===== config.mk =====
export PLATFORM = sky130hd
export DESIGN_NAME = mux_nto1_arbitrado
export DESIGN_NICKNAME = d
export VERILOG_FILES = /design/src/rtl/mux_nto1_arbitrado.sv
export SDC_FILE = /design/constraint.sdc
export NUM_CORES = 1
export LEC_CHECK = 0
export CAP_MARGIN = 20
export CORE_MARGIN = 4
export CORE_UTILIZATION = 39
export DETAILED_ROUTE_END_ITERATION = 8
export GPL_TIMING_DRIVEN = 0
export PLACE_DENSITY = 0.88
export SLEW_MARGIN = 20
export SYNTH_ARGS = -nofsm -noshare
export SYNTH_HDL_FRONTEND = slang
export SYNTH_SLANG_ARGS = --single-unit

===== constraint.sdc =====
create_clock -name i_clock -period 5.4 [get_ports i_clock]
set_clock_uncertainty 0.2 [all_clocks]
set_input_delay 1.08 -clock i_clock [delete_from_list [all_inputs] [get_ports i_clock]]
set_output_delay 1.08 -clock i_clock [all_outputs]
set_load 0.01 [all_outputs]

===== src/rtl/mux_nto1_arbitrado.sv =====
// N-to-1 registered multiplexer with per-channel valid/ready inputs and a
// single valid/ready output register. Channel choice is either an explicit
// selector (i_modo = 0) or round-robin among requesting channels (i_modo = 1).
//
// Handshake: a word moves across an interface on a rising edge where both
// valid and ready are high. Valid never depends on ready; ready (o_listo) is
// combinational from i_listo, i_valido, i_modo, i_selector and the pointer.
// The output register accepts a new word when it is empty or being drained
// in the same cycle, so a continuous stream moves one word per cycle.
module mux_nto1_arbitrado #(
  parameter int N_CANALES = 4,
  parameter int ANCHO     = 32,
  localparam int ANCHO_SEL = (N_CANALES > 1) ? $clog2(N_CANALES) : 1
) (
  input  logic                       i_clock,
  input  logic                       i_reset,
  input  logic                       i_modo,
  input  logic [ANCHO_SEL-1:0]       i_selector,
  input  logic [N_CANALES-1:0]       i_valido,
  input  logic [N_CANALES*ANCHO-1:0] i_datos,
  output logic [N_CANALES-1:0]       o_listo,
  output logic                       o_valido,
  output logic [ANCHO-1:0]           o_dato,
  output logic [ANCHO_SEL-1:0]       o_canal,
  input  logic                       i_listo
);

  // Round-robin pointer: channel with highest priority on the next mode-1 grant.
  logic [ANCHO_SEL-1:0] puntero;
  logic                 carga;
  logic                 hay_grant;
  logic [ANCHO_SEL-1:0] canal_grant;
  logic [ANCHO_SEL-1:0] puntero_sig;
  int                   idx;

  // Register may load when empty or when its word leaves this cycle; never in reset.
  assign carga = i_reset && (!o_valido || i_listo);

  // Grant selection: explicit selector or first requester at/after the pointer.
  always_comb begin
    hay_grant   = 1'b0;
    canal_grant = '0;
    idx         = 0;
    if (!i_modo) begin
      if ((int'(i_selector) < N_CANALES) && i_valido[i_selector]) begin
        hay_grant   = 1'b1;
        canal_grant = i_selector;
      end
    end else begin
      for (int k = 0; k < N_CANALES; k++) begin
        idx = (int'(puntero) + k) % N_CANALES;
        if (!hay_grant && i_valido[idx]) begin
          hay_grant   = 1'b1;
          canal_grant = ANCHO_SEL'(idx);
        end
      end
    end
  end

  // One-hot ready back to the granted channel only when the register can load.
  always_comb begin
    o_listo = '0;
    for (int k = 0; k < N_CANALES; k++) begin
      o_listo[k] = carga && hay_grant && (canal_grant == ANCHO_SEL'(k));
    end
  end

  // Pointer moves one past the granted channel, wrapping at the last channel.
  always_comb begin
    puntero_sig = '0;
    if (int'(canal_grant) != N_CANALES - 1) begin
      puntero_sig = canal_grant + ANCHO_SEL'(1);
    end
  end

  // Output register and pointer; reset discards any held word.
  always_ff @(posedge i_clock) begin
    if (!i_reset) begin
      o_valido <= 1'b0;
      o_dato   <= '0;
      o_canal  <= '0;
      puntero  <= '0;
    end else if (carga && hay_grant) begin
      o_valido <= 1'b1;
      o_dato   <= i_datos[canal_grant*ANCHO +: ANCHO];
      o_canal  <= canal_grant;
      if (i_modo) begin
        puntero <= puntero_sig;
      end
    end else if (o_valido && i_listo) begin
      o_valido <= 1'b0;
    end
  end

endmodule


==> summary.txt, run 1 <==
Outcome
  • Status: finished clean

Place
  • IO Port Bufs: 174
  • GPL Wtd Cong: 0.900
  • Placed Area: 4420 sq um
  • Total placed cells including tap cells: 527
  • Hpwl dp: 7390 um

Final layout
  • Cell Count, Final, Fillers Out: 535
  • Post-synthesis to final-layout area growth: 74.7%
  • Fin nets: 595
  • Fillers: 516
  • Final Util: 70.5%
  • Design Area, Final: 4500 sq um
  • Share of layout cells above drive strength 1: 13.1%
  • Antenna cells: 0
  • Footprint of the multi-input gates: 1690 sq um
  • Register area: 741 sq um

Critical path
  • Reg2Reg Depth: 7
  • CP dominant cell by count: clkdlybuf4s50_1
  • Critical Path AT: 3.48 ns
  • Crit path required time: 4.12 ns
  • CP cell instances: clkdlybuf4s50_1 > o21ba_2 > o21ai_1 > a31oi_4 > buf_6 > buf_2 > and2_1 > clkdlybuf4s50_1
  • CP peak stage delay: 0.63 ns
  • Startpoint types: input port
  • Worst setup EP type: output port
  • Critical path class: in2out
  • Critical path's slowest cell: clkdlybuf4s50_1
  • CP max FO: 10

Clock tree
  • Post-CTS Setup Bufs: 0
  • Clk sink count: 37
  • Total CTS buffers: 5
  • CTS max path bufs: 2
  • Clock latency on the worst-skew pair: 0.28 ns
  • CTS tree: yes
  • CTS Root Cell: clkbuf_8
  • Cts hold-fix bufs: 0
  • H-tree levels: 2
  • Post-CTS sizing: 0
  • Clk slew on worst S/H paths: 0.07 ns

Yosys
  • Synth top area cells: dfxtp_1 (29%), a211oi_2 (15%), mux2i_1 (12%)
  • Synth Instances: 276
  • Ys Warns: 0
  • Post-synth ARST share: 0%
  • Post-synth EDFFs: 0
  • Top cell type's share of synthesized area: 28.7%
  • Synth cell count leaders: a21oi_1 (37), dfxtp_1 (37), a211oi_1 (34), nor2b_1 (34), mux2i_1 (32)
  • Seq cells post-synth: 37
  • Yosys cell types: 34
  • Post-synth top area cell: dfxtp_1
  • Syn Area/Cell: 9.34 sq um
  • Syn_nets: 414
  • Register area share after synthesis: 28.7%
  • Post-synth top flop: dfxtp_1
  • Mapped cell area: 2580 sq um

Power
  • Worst vdd ir: 0.162 mV
  • Leak pwr: 1.66 nW
  • PwrDens: 214 nW/um^2

Timing
  • Hold Worst Slack: 0.337 ns
  • RSZ-0062 raised after global routing: false
  • Setup TNS: 0 ns
  • Final period utilization: 88.1%
  • Fmax: 210 MHz
  • Slew at the pin closest to its max-slew limit: 0.518 ns
  • Max Transition Viols Final: 0
  • Final Setup Violations: 0
  • Crit path time final: 4.76 ns
  • Final Hold Viols: 0
  • Relative slew slack: 65.5%

Die
  • Chip width: 89.3 um
  • Die ar.: 7970 sq um
  • Top Ports: 177
  • Die Y: 89.3 um
  • Core area: 6390 sq um
  • Initial Util: 40.4%
  • Std cell rows: 29

GRT
  • GRT Util Overall: 22.3%
  • Largest net degree at the start of global routing: 13
  • Initial antenna violation count: 0
  • Grt ovf: 0
  • Number of global-route vias before repair: 2,923
  • First-pass GRT wire length: 13,900 um

Hold path
  • WHS Path Cells: 2
  • Hold WC Path Type: reg2reg

Route
  • Post-DRT Antenna Nets: 0
  • Drc violations: 0
  • Vias per inst: 5.32
  • Drt wl/cell: 17.0 um
  • DRT iter0 DRCs: 67
  • Drt total wl: 9080 um
  • DR vias: 2,848
  • 1st-pass router iterations: 4

Job
  • Max cap viols: 0
state kept, by name, summed over array words and instances (netlist names):
name,flops
o_dato,32
o_canal,2
puntero,2
o_valido,1
layer usage:
layer,vias up,routed length [um],GRT usage (%)
li1,1401,-,-
met1,1318,3410,24.9
met2,117,4670,40.9
met3,12,824,6.45
met4,0,165,6.09
met5,-,0,0
layout make-up:
class	count	share of cell area, %
buffer	24	3.11
inverter	2	0.167
tap	77	2.14
clock buffer	5	1.53
sequential	37	16.5
clock inverter	3	0.389
multi-input combinational	213	37.5
timing repair buffer	174	38.7
cells by family (layout without fill, tap and decap cells):
kind of cell | after synthesis | after routing | synth area share [%]
AO/OA/AOI/OAI | 117 | 117 | 37.3
buffers and inverters | 26 | 208 | 5.73
AND/OR/NAND/NOR | 63 | 63 | 15.0
multiplexers | 33 | 33 | 13.3
flip-flops | 37 | 37 | 28.7
stage by stage:
step	setup slack, ns	power [mW]
after floorplan	1.78	0.547
after global placement	0.698	0.769
after detailed placement	0.634	0.780
after CTS	0.631	0.970
after global routing	0.516	1.02
final	0.642	0.964
path summary, 6_finish.rpt:
kind	start	end	slack, ns
hold reg to reg	o_valido	o_valido	0.34
hold / removal	o_valido	o_valido	0.34
setup / recovery	i_valido[0]	o_listo[2]	0.64
setup reg to reg	puntero[1]	o_dato[15]	3.07
worst max-delay path, delay by kind of cell:
kind / cells / cell delay (ns)
AND/OR/NAND/NOR: 1 / 0.15
AO/OA/AOI/OAI: 3 / 0.63
buffers and inverters: 4 / 1.61
power by group:
part           switching [mW]  total (mW)  internal (mW)  leakage (nW)
registers              0.0225       0.339          0.317         0.310
logic                   0.182       0.432          0.250          1.31
clock network           0.104       0.193         0.0892        0.0439
total                   0.308       0.964          0.656          1.66
layout by cell type, fill, tap and decap left out, drive strengths merged, types with 3 or more instances in the layout:
cell type / count
dfxtp: 37
buf: 12
a21oi: 37
nand2: 6
nor2b: 34
mux2i: 32
o21ai: 8
a211oi: 64
nand3: 3
clkdlybuf4s50: 174
nand2b: 4
nor2: 10
clkbuf: 17
Power figures use the tool's default switching activity.
==> run 2, diff against run 1 <==
Settings changed: CORE_ASPECT_RATIO set to 0.9, RECOVER_POWER set to 50.
==> run 2 against run 1 <==
First-iteration DRC count down 3.0%. Die area hardly changed. Core utilization rose by 2.1 points. Register-to-register slack lost 0.02 ns. Total power up 4.6%. Final cell count is 1.9% higher. Critical path depth stayed put. Non-clock buffer count is the same. Via count grew 1.4%. Sequential share of layout area fell by 0.12 points. Maximum frequency down 2.8%. Highest routed layer unchanged.
==> summary.txt, run 2 (synthesis results as in run 1) <==
Clock tree
  • Clk sink count: 37
  • H-tree levels: 2
  • Clk slew on worst S/H paths: 0.07 ns
  • CTS tree: yes
  • Total CTS buffers: 5
  • CTS Root Cell: clkbuf_8
  • Post-CTS sizing: 0
  • CTS max path bufs: 2
  • Post-CTS Setup Bufs: 0
  • Clock latency on the worst-skew pair: 0.28 ns
  • Cts hold-fix bufs: 0

GRT
  • Initial antenna violation count: 0
  • GRT Util Overall: 22.7%
  • Number of global-route vias before repair: 2,984
  • Largest net degree at the start of global routing: 12
  • First-pass GRT wire length: 14,400 um
  • Grt ovf: 0

Die
  • Die ar.: 7980 sq um
  • Std cell rows: 27
  • Die Y: 85.1 um
  • Chip width: 93.7 um
  • Top Ports: 177
  • Initial Util: 41.2%
  • Core area: 6250 sq um

Critical path
  • CP cell instances: dlygate4sd3_1 > or4b_1 > o22ai_1 > nor2_4 > nand3_4 > buf_4 > nor2_1 > clkdlybuf4s50_1
  • Startpoint types: input port
  • CP max FO: 10
  • CP peak stage delay: 0.63 ns
  • Worst setup EP type: output port
  • Critical path's slowest cell: dlygate4sd3_1
  • Critical path class: in2out
  • Critical Path AT: 3.62 ns
  • Crit path required time: 4.12 ns

Timing
  • Relative slew slack: 65.7%
  • Final Setup Violations: 0
  • Final Hold Viols: 0
  • Slew at the pin closest to its max-slew limit: 0.514 ns
  • Crit path time final: 4.90 ns
  • Setup TNS: 0 ns
  • RSZ-0062 raised after global routing: false
  • Setup WS post-layout: 0.503 ns
  • Max Transition Viols Final: 0
  • Fmax: 204 MHz
  • Final period utilization: 90.7%

Power
  • Leak pwr: 1.72 nW
  • PwrDens: 222 nW/um^2
  • Worst vdd ir: 0.122 mV

Route
  • Drc violations: 0
  • Post-DRT Antenna Nets: 0
  • DR vias: 2,887
  • Met3 wire len: 970 um
  • Met1 Wirelength: 3500 um
  • Highest routed layer: met4
  • Drt total wl: 9380 um
  • Drt wl/cell: 17.2 um
  • 1st-pass router iterations: 4
  • Met2 WL post-DR: 4700 um
  • DRT iter0 DRCs: 65
  • Vias per inst: 5.30

Final layout
  • Antenna cells: 0
  • Design Area, Final: 4530 sq um
  • Biggest regs: o_dato (32), o_canal (2), puntero (2)
  • Commonest non-fill, non-tap cell in the layout: clkdlybuf4s50_1
  • Fin nets: 595
  • Footprint of the multi-input gates: 1680 sq um
  • Fillers: 480
  • Share of layout cells above drive strength 1: 12.4%
  • Most frequent cells in the layout: clkdlybuf4s50_1 (138), a21oi_1 (37), dfxtp_1 (37)
  • Register area: 741 sq um
  • Flip-flop count of the largest register after layout: 32
  • Final Util: 72.6%
  • Post-synthesis to final-layout area growth: 75.9%
  • Most flop-heavy register: o_dato

Outcome
  • Status: finished clean

Place
  • Hpwl dp: 7620 um
  • IO Port Bufs: 174
  • Dpl ws: 0.672 ns
  • Placed Area: 4430 sq um
  • GPL Wtd Cong: 0.774

Job
  • Max cap viols: 0

Hold path
  • Hold WC Path Type: reg2reg
-- run 2: changes by cell type in the layout (fill, tap and decap cells not counted), sizes merged --
cell           delta
bufinv            +1
clkbuf            +2
clkdlybuf4s50    -36
clkinv            -2
clkinvlp          -1
dlygate4sd3      +36
-- run 2: per-layer routing --
metal / vias up / global-route usage [%]
li1: 1405 / -
met1: 1331 / 23.9
met2: 132 / 42.3
met3: 19 / 8.16
met4: 0 / 6.04
met5: - / 0
-- run 2: final cells by class --
cell class	count	share of cell area [%]
Buffer	24	3.09
Clock buffer	7	1.90
Clock inverter	1	0.662
Inverter	2	0.166
Multi-Input combinational cell	213	37.0
Sequential cell	37	16.3
Tap cell	87	2.40
Timing Repair Buffer	174	38.4
-- run 2: path summary, 6_finish.rpt --
kind                                  start    endpoint  slack [ns]  cells after the start
worst max-delay path            i_valido[1]  o_listo[0]        0.50                      8
worst min-delay path             o_canal[1]  o_canal[1]        0.32                      2
worst max register to register   puntero[1]   o_dato[7]        3.05                      7
worst min register to register   o_canal[1]  o_canal[1]        0.32                      2
-- run 2: worst max-delay path: cells and delay by family --
kind / cells / cell delay, ns
buffers and inverters: 3 / 1.32
and+or+nand+nor: 4 / 0.92
AOI/OAI and AO/OA: 1 / 0.31
-- run 2: metrics by stage --
stage / hold WS, ns / cells / power, mW
floorplan: 0.281 / 276 / 0.547
global placement: 0.296 / 537 / 0.770
detailed placement: 0.306 / 537 / 0.781
CTS: 0.324 / 545 / 1.03
global route: 0.372 / 545 / 1.06
finish: 0.320 / 545 / 1.01
-- run 2: power breakdown --
group / internal, mW / leakage (nW) / total (mW) / switching [mW]
sequential: 0.317 / 0.310 / 0.338 / 0.0213
clock: 0.151 / 0.0585 / 0.254 / 0.103
combinational: 0.234 / 1.35 / 0.416 / 0.183
total: 0.701 / 1.72 / 1.01 / 0.307
